[config.mk]
export PLATFORM = sky130hd
export DESIGN_NAME = alu_multicycle
export DESIGN_NICKNAME = d
export VERILOG_FILES = /design/src/rtl/alu_multicycle_pkg.sv /design/src/rtl/alu_multicycle_muldiv_iter.sv /design/src/rtl/alu_multicycle.sv
export SDC_FILE = /design/constraint.sdc
export NUM_CORES = 1
export LEC_CHECK = 0
export CAP_MARGIN = 5
export CORE_MARGIN = 2
export CORE_UTILIZATION = 30
export CTS_CLUSTER_SIZE = 12
export DETAILED_ROUTE_END_ITERATION = 8
export MAX_ROUTING_LAYER = met4
export SLEW_MARGIN = 20
export SYNTH_ARGS = -nofsm -noshare
export SYNTH_HDL_FRONTEND = slang
export SYNTH_SLANG_ARGS = --single-unit
[constraint.sdc]
create_clock -name clock -period 5.1 [get_ports clock]
set_input_delay 1.02 -clock clock [delete_from_list [all_inputs] [get_ports clock]]
set_output_delay 1.02 -clock clock [all_outputs]
set_load 0.01 [all_outputs]
[src/rtl/alu_multicycle_pkg.sv]
// Shared definitions for the multi-cycle ALU and the control unit that drives it.
//   op_e    : 4-bit ALU control codes
//   state_e : mul/div sequencer states (IDLE -> ITER -> FIX)
//   helpers : decode of the mul/div group from a raw control code
package alu_multicycle_pkg;

  typedef enum logic [3:0] {
    OP_AND   = 4'b0000,
    OP_OR    = 4'b0001,
    OP_ADD   = 4'b0010,
    OP_SLTU  = 4'b0011,
    OP_SUB   = 4'b0110,
    OP_SLT   = 4'b0111,
    OP_MULT  = 4'b1000,
    OP_MULTU = 4'b1001,
    OP_DIV   = 4'b1010,
    OP_DIVU  = 4'b1011,
    OP_NOR   = 4'b1100
  } op_e;

  typedef enum logic [1:0] {
    ST_IDLE = 2'd0,
    ST_ITER = 2'd1,
    ST_FIX  = 2'd2
  } state_e;

  // 10xx is the multiply/divide group
  function automatic logic is_muldiv(input logic [3:0] code);
    return code[3:2] == 2'b10;
  endfunction

  // within the group, bit 1 selects divide
  function automatic logic is_div_op(input logic [3:0] code);
    return code[1];
  endfunction

  // within the group, bit 0 clear means signed
  function automatic logic is_signed_op(input logic [3:0] code);
    return ~code[0];
  endfunction

endpackage

[src/rtl/alu_multicycle_muldiv_iter.sv]
// Iterative multiply / divide engine (one bit per clock).
// Ports:
//   clock, reset        : clock, synchronous active-high reset
//   go                  : accept a new mul/div op (operands sampled this edge)
//   div_op, signed_op   : op selection, valid with go
//   a, b                : multiplicand/dividend, multiplier/divisor
//   busy                : op in progress (ITER or FIX)
//   fix_valid           : FIX cycle; hi_fix/lo_fix are final this cycle
//   hi_fix, lo_fix      : sign-corrected upper/lower product or remainder/quotient
module alu_muldiv_iter
  import alu_multicycle_pkg::*;
#(
  parameter int WIDTH = 32
) (
  input  logic             clock,
  input  logic             reset,
  input  logic             go,
  input  logic             div_op,
  input  logic             signed_op,
  input  logic [WIDTH-1:0] a,
  input  logic [WIDTH-1:0] b,
  output logic             busy,
  output logic             fix_valid,
  output logic [WIDTH-1:0] hi_fix,
  output logic [WIDTH-1:0] lo_fix
);

  localparam int CW = $clog2(WIDTH);
  localparam logic [CW-1:0] LAST = CW'(WIDTH - 1);

  state_e state, state_next;

  logic [CW-1:0]    count;
  logic [WIDTH-1:0] acc;       // partial product high half / partial remainder
  logic [WIDTH-1:0] mq;        // multiplier shifting out / dividend in, quotient out
  logic [WIDTH-1:0] b_mag_q;
  logic [WIDTH-1:0] a_raw_q;   // unmodified dividend, returned as remainder on /0
  logic             div_q;
  logic             neg_q;     // negate product or quotient
  logic             neg_rem_q; // negate remainder (sign of dividend)
  logic             b_zero_q;

  logic [WIDTH-1:0] a_mag, b_mag;
  logic [WIDTH:0]   mul_sum;
  logic [WIDTH:0]   div_shift, div_diff;

  always_comb begin
    a_mag = (signed_op && a[WIDTH-1]) ? -a : a;
    b_mag = (signed_op && b[WIDTH-1]) ? -b : b;
  end

  // one step of shift-add and one step of restoring division
  always_comb begin
    mul_sum   = {1'b0, acc} + {1'b0, (mq[0] ? b_mag_q : {WIDTH{1'b0}})};
    div_shift = {acc, mq[WIDTH-1]};
    div_diff  = div_shift - {1'b0, b_mag_q};
  end

  always_ff @(posedge clock) begin
    if (reset) state <= ST_IDLE;
    else       state <= state_next;
  end

  always_comb begin
    state_next = state;
    case (state)
      ST_IDLE: if (go) state_next = ST_ITER;
      ST_ITER: if (count == LAST) state_next = ST_FIX;
      ST_FIX:  state_next = ST_IDLE;
      default: state_next = ST_IDLE;
    endcase
  end

  always_ff @(posedge clock) begin
    if (reset) begin
      count     <= '0;
      acc       <= '0;
      mq        <= '0;
      b_mag_q   <= '0;
      a_raw_q   <= '0;
      div_q     <= 1'b0;
      neg_q     <= 1'b0;
      neg_rem_q <= 1'b0;
      b_zero_q  <= 1'b0;
    end else begin
      case (state)
        ST_IDLE: begin
          if (go) begin
            count     <= '0;
            acc       <= '0;
            mq        <= a_mag;
            b_mag_q   <= b_mag;
            a_raw_q   <= a;
            div_q     <= div_op;
            neg_q     <= signed_op & (a[WIDTH-1] ^ b[WIDTH-1]);
            neg_rem_q <= signed_op & a[WIDTH-1];
            b_zero_q  <= (b == '0);
          end
        end
        ST_ITER: begin
          count <= count + 1'b1;
          if (div_q) begin
            if (!div_diff[WIDTH]) begin
              acc <= div_diff[WIDTH-1:0];
              mq  <= {mq[WIDTH-2:0], 1'b1};
            end else begin
              acc <= div_shift[WIDTH-1:0];
              mq  <= {mq[WIDTH-2:0], 1'b0};
            end
          end else begin
            acc <= mul_sum[WIDTH:1];
            mq  <= {mul_sum[0], mq[WIDTH-1:1]};
          end
        end
        default: ;
      endcase
    end
  end

  // sign correction applied during FIX; magnitude of most-negative/-1 is
  // already 2^(WIDTH-1) unsigned, so it wraps to most-negative naturally
  logic [2*WIDTH-1:0] prod, prod_fix;
  logic [WIDTH-1:0]   quot, rem;

  always_comb begin
    prod     = {acc, mq};
    prod_fix = neg_q ? -prod : prod;
    quot     = neg_q ? -mq : mq;
    rem      = neg_rem_q ? -acc : acc;
    if (!div_q) begin
      hi_fix = prod_fix[2*WIDTH-1:WIDTH];
      lo_fix = prod_fix[WIDTH-1:0];
    end else if (b_zero_q) begin
      hi_fix = a_raw_q;
      lo_fix = '1;
    end else begin
      hi_fix = rem;
      lo_fix = quot;
    end
  end

  assign busy      = (state != ST_IDLE);
  assign fix_valid = (state == ST_FIX);

endmodule

[src/rtl/alu_multicycle.sv]
// EX-stage ALU with registered outputs and iterative mul/div into HI/LO.
// Ports:
//   clock, reset      : clock, synchronous active-high reset
//   start, control    : issue op (ignored while busy), 4-bit op code
//   input_a, input_b  : operands
//   busy              : mul/div in progress
//   done              : one-cycle pulse when result (and hi/lo for mul/div) updates
//   result, zero      : registered result, and result == 0
//   hi, lo            : mul: upper/lower product; div: remainder/quotient
module alu_multicycle
  import alu_multicycle_pkg::*;
#(
  parameter int WIDTH = 32
) (
  input  logic             clock,
  input  logic             reset,
  input  logic             start,
  input  logic [3:0]       control,
  input  logic [WIDTH-1:0] input_a,
  input  logic [WIDTH-1:0] input_b,
  output logic             busy,
  output logic             done,
  output logic [WIDTH-1:0] result,
  output logic             zero,
  output logic [WIDTH-1:0] hi,
  output logic [WIDTH-1:0] lo
);

  logic             md_busy, fix_valid;
  logic [WIDTH-1:0] hi_fix, lo_fix;
  logic [WIDTH-1:0] alu_out;
  logic             accept, go;

  assign accept = start && !md_busy;
  assign go     = accept && is_muldiv(control);

  always_comb begin
    alu_out = '0;
    case (control)
      OP_ADD:  alu_out = input_a + input_b;
      OP_SUB:  alu_out = input_a - input_b;
      OP_SLT:  alu_out[0] = $signed(input_a) < $signed(input_b);
      OP_SLTU: alu_out[0] = input_a < input_b;
      OP_AND:  alu_out = input_a & input_b;
      OP_OR:   alu_out = input_a | input_b;
      OP_NOR:  alu_out = ~(input_a | input_b);
      default: alu_out = '0;
    endcase
  end

  alu_muldiv_iter #(.WIDTH(WIDTH)) u_muldiv (
    .clock     (clock),
    .reset     (reset),
    .go        (go),
    .div_op    (is_div_op(control)),
    .signed_op (is_signed_op(control)),
    .a         (input_a),
    .b         (input_b),
    .busy      (md_busy),
    .fix_valid (fix_valid),
    .hi_fix    (hi_fix),
    .lo_fix    (lo_fix)
  );

  // FIX and an accepted start never coincide: busy is high during FIX
  always_ff @(posedge clock) begin
    if (reset) begin
      done   <= 1'b0;
      result <= '0;
      hi     <= '0;
      lo     <= '0;
    end else begin
      done <= 1'b0;
      if (fix_valid) begin
        hi     <= hi_fix;
        lo     <= lo_fix;
        result <= lo_fix;
        done   <= 1'b1;
      end else if (accept && !is_muldiv(control)) begin
        result <= alu_out;
        done   <= 1'b1;
      end
    end
  end

  assign busy = md_busy;
  assign zero = (result == '0);

endmodule

* Yosys cells after proc, flatten, opt, wreduce, memory -nomap -nowiden
Index checks and enable logic that the tools add are counted.
Cells by class: add/sub/neg operators 10, $lt $le $gt $ge 2, equal/unequal tests 12, mux-type cells 29, bitwise logic cells 7, reduce and logical (&&, ||, !) cells 17
Operator list (count):
- $mux 32 | 16
- $pmux 31 s5 | 1
- $neg 32->32 | 4
- $pmux 32 s2 | 2
- $logic_not 32->1 | 2
- $lt 32x32->1 | 2
- $mux 64 | 1
- $neg 64->64 | 1
- $add 32x32->33 | 1
- $sub 33x32->33 | 1
- $add 32x32->32 | 1
- $and 32x32->32 | 1
- $not 32->32 | 1
- $or 32x32->32 | 1
- $sub 32x32->32 | 1
- $pmux 5 s2 | 1
- $eq 4x2->1 const B | 2
- $eq 4x3->1 const B | 2
- $pmux 1 s7 | 1
- $reduce_and 2->1 | 3
- $reduce_bool 2->1 | 3
- $add 5x1->5 const B | 1
- $eq 5x5->1 const B | 1
- $logic_and 1x1->1 | 5
- 16 further kinds | 22
Storage, ports and cells: flip-flop bits (word level) 236

* Depth between registers and ports, before layout
depth after elaboration 6, gate-level depth with buffers 16

* Cells and area by module
From an unflattened synthesis, not the netlist that was laid out.
Unflattened totals: cell total of the unflattened synthesis 3036, area, all modules 22292.6 um^2
By module, submodules not included:
- alu_muldiv_iter | instances 1, cells an instance 1895, area an instance 13480.4 um^2
- alu_multicycle | instances 1, cells an instance 1141, area an instance 8812.2 um^2

* Worst setup path before layout
Ideal clock, no wire load.
path kind in2reg, start point in input_a[4], end point reg result[19], data arrival time 3.711 ns, path slack 1.262 ns, cell stages on the path 13, buffers on the path 1, cell sequence inv_1 ha_1 clkbuf_1 nor2b_1 or4b_1 a211oi_1 a211oi_1 and2_1 o31a_1 a311o_1 nand2_1 a221oi_1 or3_1
Between the ends: cells in the longest elaborated chain, start to end 4, elaborated cells on any way between the ends 5, classes of those cells add/sub: 2; mux: 3
Ends and longest elaborated chain:
- start, declared | line alu_multicycle.sv:19 | input logic [WIDTH-1:0] input_a,
- $sub 32x32->32 or $add 32x32->32 (tied branches) | line alu_multicycle.sv:41, alu_multicycle.sv:40
- $pmux 31 s5 (*) | line alu_multicycle.sv:39 | case (control)
- $mux 32 (*) | line alu_multicycle.sv:79 | end else if (accept && !is_muldiv(control)) begin
- $mux 32 (*) | line alu_multicycle.sv:74 | if (fix_valid) begin
- end signal, assigned | line alu_multicycle.sv:77 | result <= lo_fix;
- end signal, assigned | line alu_multicycle.sv:80 | result <= alu_out;
- end, declared | line alu_multicycle.sv:23 | output logic [WIDTH-1:0] result,
Mark *: on every way between the ends. The rest lies on a longest branch, timed or not. The select of a mux whose other input is x is not followed. A chain may end at the register's enable or synchronous reset.

* Worst setup path after layout
start point in input_a[5], end point reg result[30]
The elaborated chain is that of the path after synthesis.

==> metrics.yaml <==
status:
  status: "completed"
die:
  die-area_um2: 73810
  die-width_um: 271.7
  start_util: 0.3017
  rows: 98
  core_um2: 71240
  die_h_um: 271.7
  ioPinCount: 170
critical_path:
  critical_path.startpoint_type: "input port"
  cp-end-kind: "register"
  critical_path_required_ns: 5.56
  crit_path_frequent_cell: "a21oi_1"
  worstRegToRegCells: 15
  slowest_stage: "clkdlybuf4s50_1"
  arrival_ns: 4.75
  crit_family: "compound AO/OA/AOI/OAI gates"
  max_stage_delay_ns: 0.61
  path_depth: 14
  cp_num_buf_inv: 3
  crit_chain: "clkdlybuf4s50_1 -> inv_1 -> ha_1 -> nor3b_1 -> nor3_1 -> a21oi_1 -> o41ai_1 -> buf_4 -> a21oi_1 -> a21oi_1 -> o221ai_1 -> o311ai_1 -> xnor2_1 -> o21ai_1"
  crit_type: "input port to register"
  crit_fanout: 9
min_path:
  hp-class: "register to register"
  holdPathStages: 2
clock_network:
  htreeDepth: 1
  post_cts_buffers: 0
  cts_sinks: 236
  cts_hold_repair.buffers: 0
  cts_tree: "built"
  cts_buffers: 29
  post_cts_resized: 0
  clk_latency_ns: 0.59
  path_clk_slew_ns: 0.06
  clockRootBuffer: "clkbuf_16"
  clk_path_buf_depth: 3
drt:
  wirelength_mm: 87.46
  ant_nets: 0
  drt_iter0_drc: 2594
  drc: 0
  vias: 22520
  dr.pass1.iters: 7
  vias_per_cell: 5.673
  routedWlPerCell_um: 22.03
power_and_ir_drop:
  power.internal_mw: 3.685
  power_leakage_nw: 9.620
  p_per_area_nw_per_um2: 225.4
  swShare: 0.3490
  power_mw: 5.661
  p_clk_frac: 0.373
  seq_power_share: 0.350
  p_switching_mw: 1.976
  ir_drop_mv: 0.2572
  comb_power_share: 0.278
yosys:
  yosysWarnings: 0
  ys.flop_type: "dfxtp_1"
  ys_seq_area_frac: 0.2198
  syn_nets: 3191
  synth_edf_count: 0
  synth_cells: 2935
  ys_ff_latch: 236
  syn_area_um2: 21500
  yosys.cell_types.count: 85
  synthArstFlopShare: 0
  syn_avg_cell_area_um2: 7.324
final_layout:
  finalCoreUtilization: 0.3525
  areaGrowthSynthToFinish_pct: 16.83
  postLayoutCellArea_um2: 25110
  layout.nets: 3251
  drive_above_1_share: 0.05600
  fillers: 7589
grt:
  grt_first_pass_wirelength_mm: 130.1
  grt_use_total: 0.2332
  grt-ovfl-total: 0
  grt_pass1_vias: 20280
  grt_max_degree: 84
  antenna_found_initial: 3
sta:
  slew_headroom: 0.2199
  fin_tns_setup_ns: 0
  rsz0062_at_grt: "false"
  fin_worst_skew_ns: 0.02171
  slew_violations: 0
  max_freq_ghz: 0.2333
  worstMarginPinSlew_ns: 1.158
  min_period_ns: 4.286
  hold_viol: 0
  post-route-period-util: 0.8404
  setup-violations-final: 0
place:
  routabilityCongestion: 1.004
  placed_cell_area_um2: 24150
  hpwl_mm: 68.98
  port-buffer-count: 169
flow_run:
  drv_cap: 0
routing by layer:
layer  vias to the layer above  wire (µm)  track usage
li1                      10640          -            -
met1                     10600      40440       0.3369
met2                      1132      35010       0.3198
met3                       149       9168      0.05077
met4                         0       2842      0.06680
met5                         -          0            -
cells in the final DEF (no fill, tap or decap), drive strengths merged, types with 50 or more instances in the layout:
cell type	synthesis	layout
inv	160	161
mux2i	73	73
nand2	330	330
a21oi	273	273
xnor2	172	172
nor3	57	57
buf	27	70
o21ai	218	218
dfxtp	236	236
ha	181	181
xor2	50	50
a211oi	109	109
clkdlybuf4s50	0	167
nor2	265	265
worst min-delay path, delay by kind of cell (launching register included):
family           cells  cell delay (ns)
flip-flops           1             0.30
AND/OR/NAND/NOR      1             0.05
AO/OA/AOI/OAI        1             0.05
cell families after synthesis:
logic type                 count (synthesis)  synth area share
muxes                                     79           0.03714
buffers and inverters                    369           0.06624
AOI/OAI and AO/OA                        946            0.2829
and+or+nand+nor                          898            0.1940
DFF                                      236            0.2198
xor gates and xnor gates                 222           0.09080
adders and majority gates                185            0.1091
flip-flops by register name, summed over array words and instances (netlist names):
register            count
hi                     32
lo                     32
result                 32
u_muldiv.a_raw_q       32
u_muldiv.acc           32
u_muldiv.b_mag_q       32
u_muldiv.mq            32
u_muldiv.count          5
u_muldiv.state          2
done                    1
u_muldiv.b_zero_q       1
u_muldiv.div_q          1
u_muldiv.neg_q          1
u_muldiv.neg_rem_q      1
worst paths after layout:
| kind | startpoint | endpoint | slack, ns |
|---|---|---|---|
| setup / recovery | input_a[5] | result[30] | 0.81 |
| hold reg to reg | hi[25] | hi[25] | 0.45 |
| setup reg to reg | u_muldiv.mq[31] | u_muldiv.acc[1] | 0.94 |
| hold / removal | hi[25] | hi[25] | 0.45 |
metrics by stage:
stage | hold slack (ns) | cells | setup WS, ns
floorplan | 0.4319 | 2935 | 1.262
global placement | 0.4417 | 3914 | 0.3706
detailed placement | 0.4465 | 3914 | 0.3506
CTS | 0.4548 | 3968 | 0.9221
global route | 0.4697 | 3970 | 0.6435
finish | 0.4536 | 3970 | 0.8139
power by group through the flow:
stage	clock network (mW)	registers, mW	logic [mW]
after floorplan	0	1.97	1.04
after global placement	0	2.01	1.53
after detailed placement	0	2.02	1.53
after CTS	2.14	1.97	1.53
after global routing	2.21	1.98	1.69
final	2.11	1.98	1.57
cell usage after synthesis, types with 36 or more instances:
library cell,n,share of area
nand3_1,46,0.011
a211oi_1,109,0.038
a31oi_1,36,0.010
inv_1,159,0.028
clkbuf_1,180,0.031
a21oi_1,273,0.064
nor2_1,265,0.046
a21o_1,38,0.013
xor2_1,50,0.020
mux2i_1,73,0.034
xnor2_1,171,0.070
dfxtp_1,236,0.22
nor3_1,54,0.013
ha_1,181,0.11
o21ai_0,197,0.046
nand2_1,330,0.058
layout make-up:
type / instances / area [µm²] / share of cell area
Multi-Input combinational cell: 2330 / 15420 / 0.6139
Antenna cell: 2 / 5.005 / 0.0001993
Inverter: 161 / 604.3 / 0.02406
Clock inverter: 15 / 163.9 / 0.006526
Sequential cell: 236 / 4730 / 0.1883
Timing Repair Buffer: 237 / 2211 / 0.08803
Tap cell: 950 / 1189 / 0.04733
Clock buffer: 39 / 793.3 / 0.03159
No activity file was read; power rests on OpenSTA's default activity.
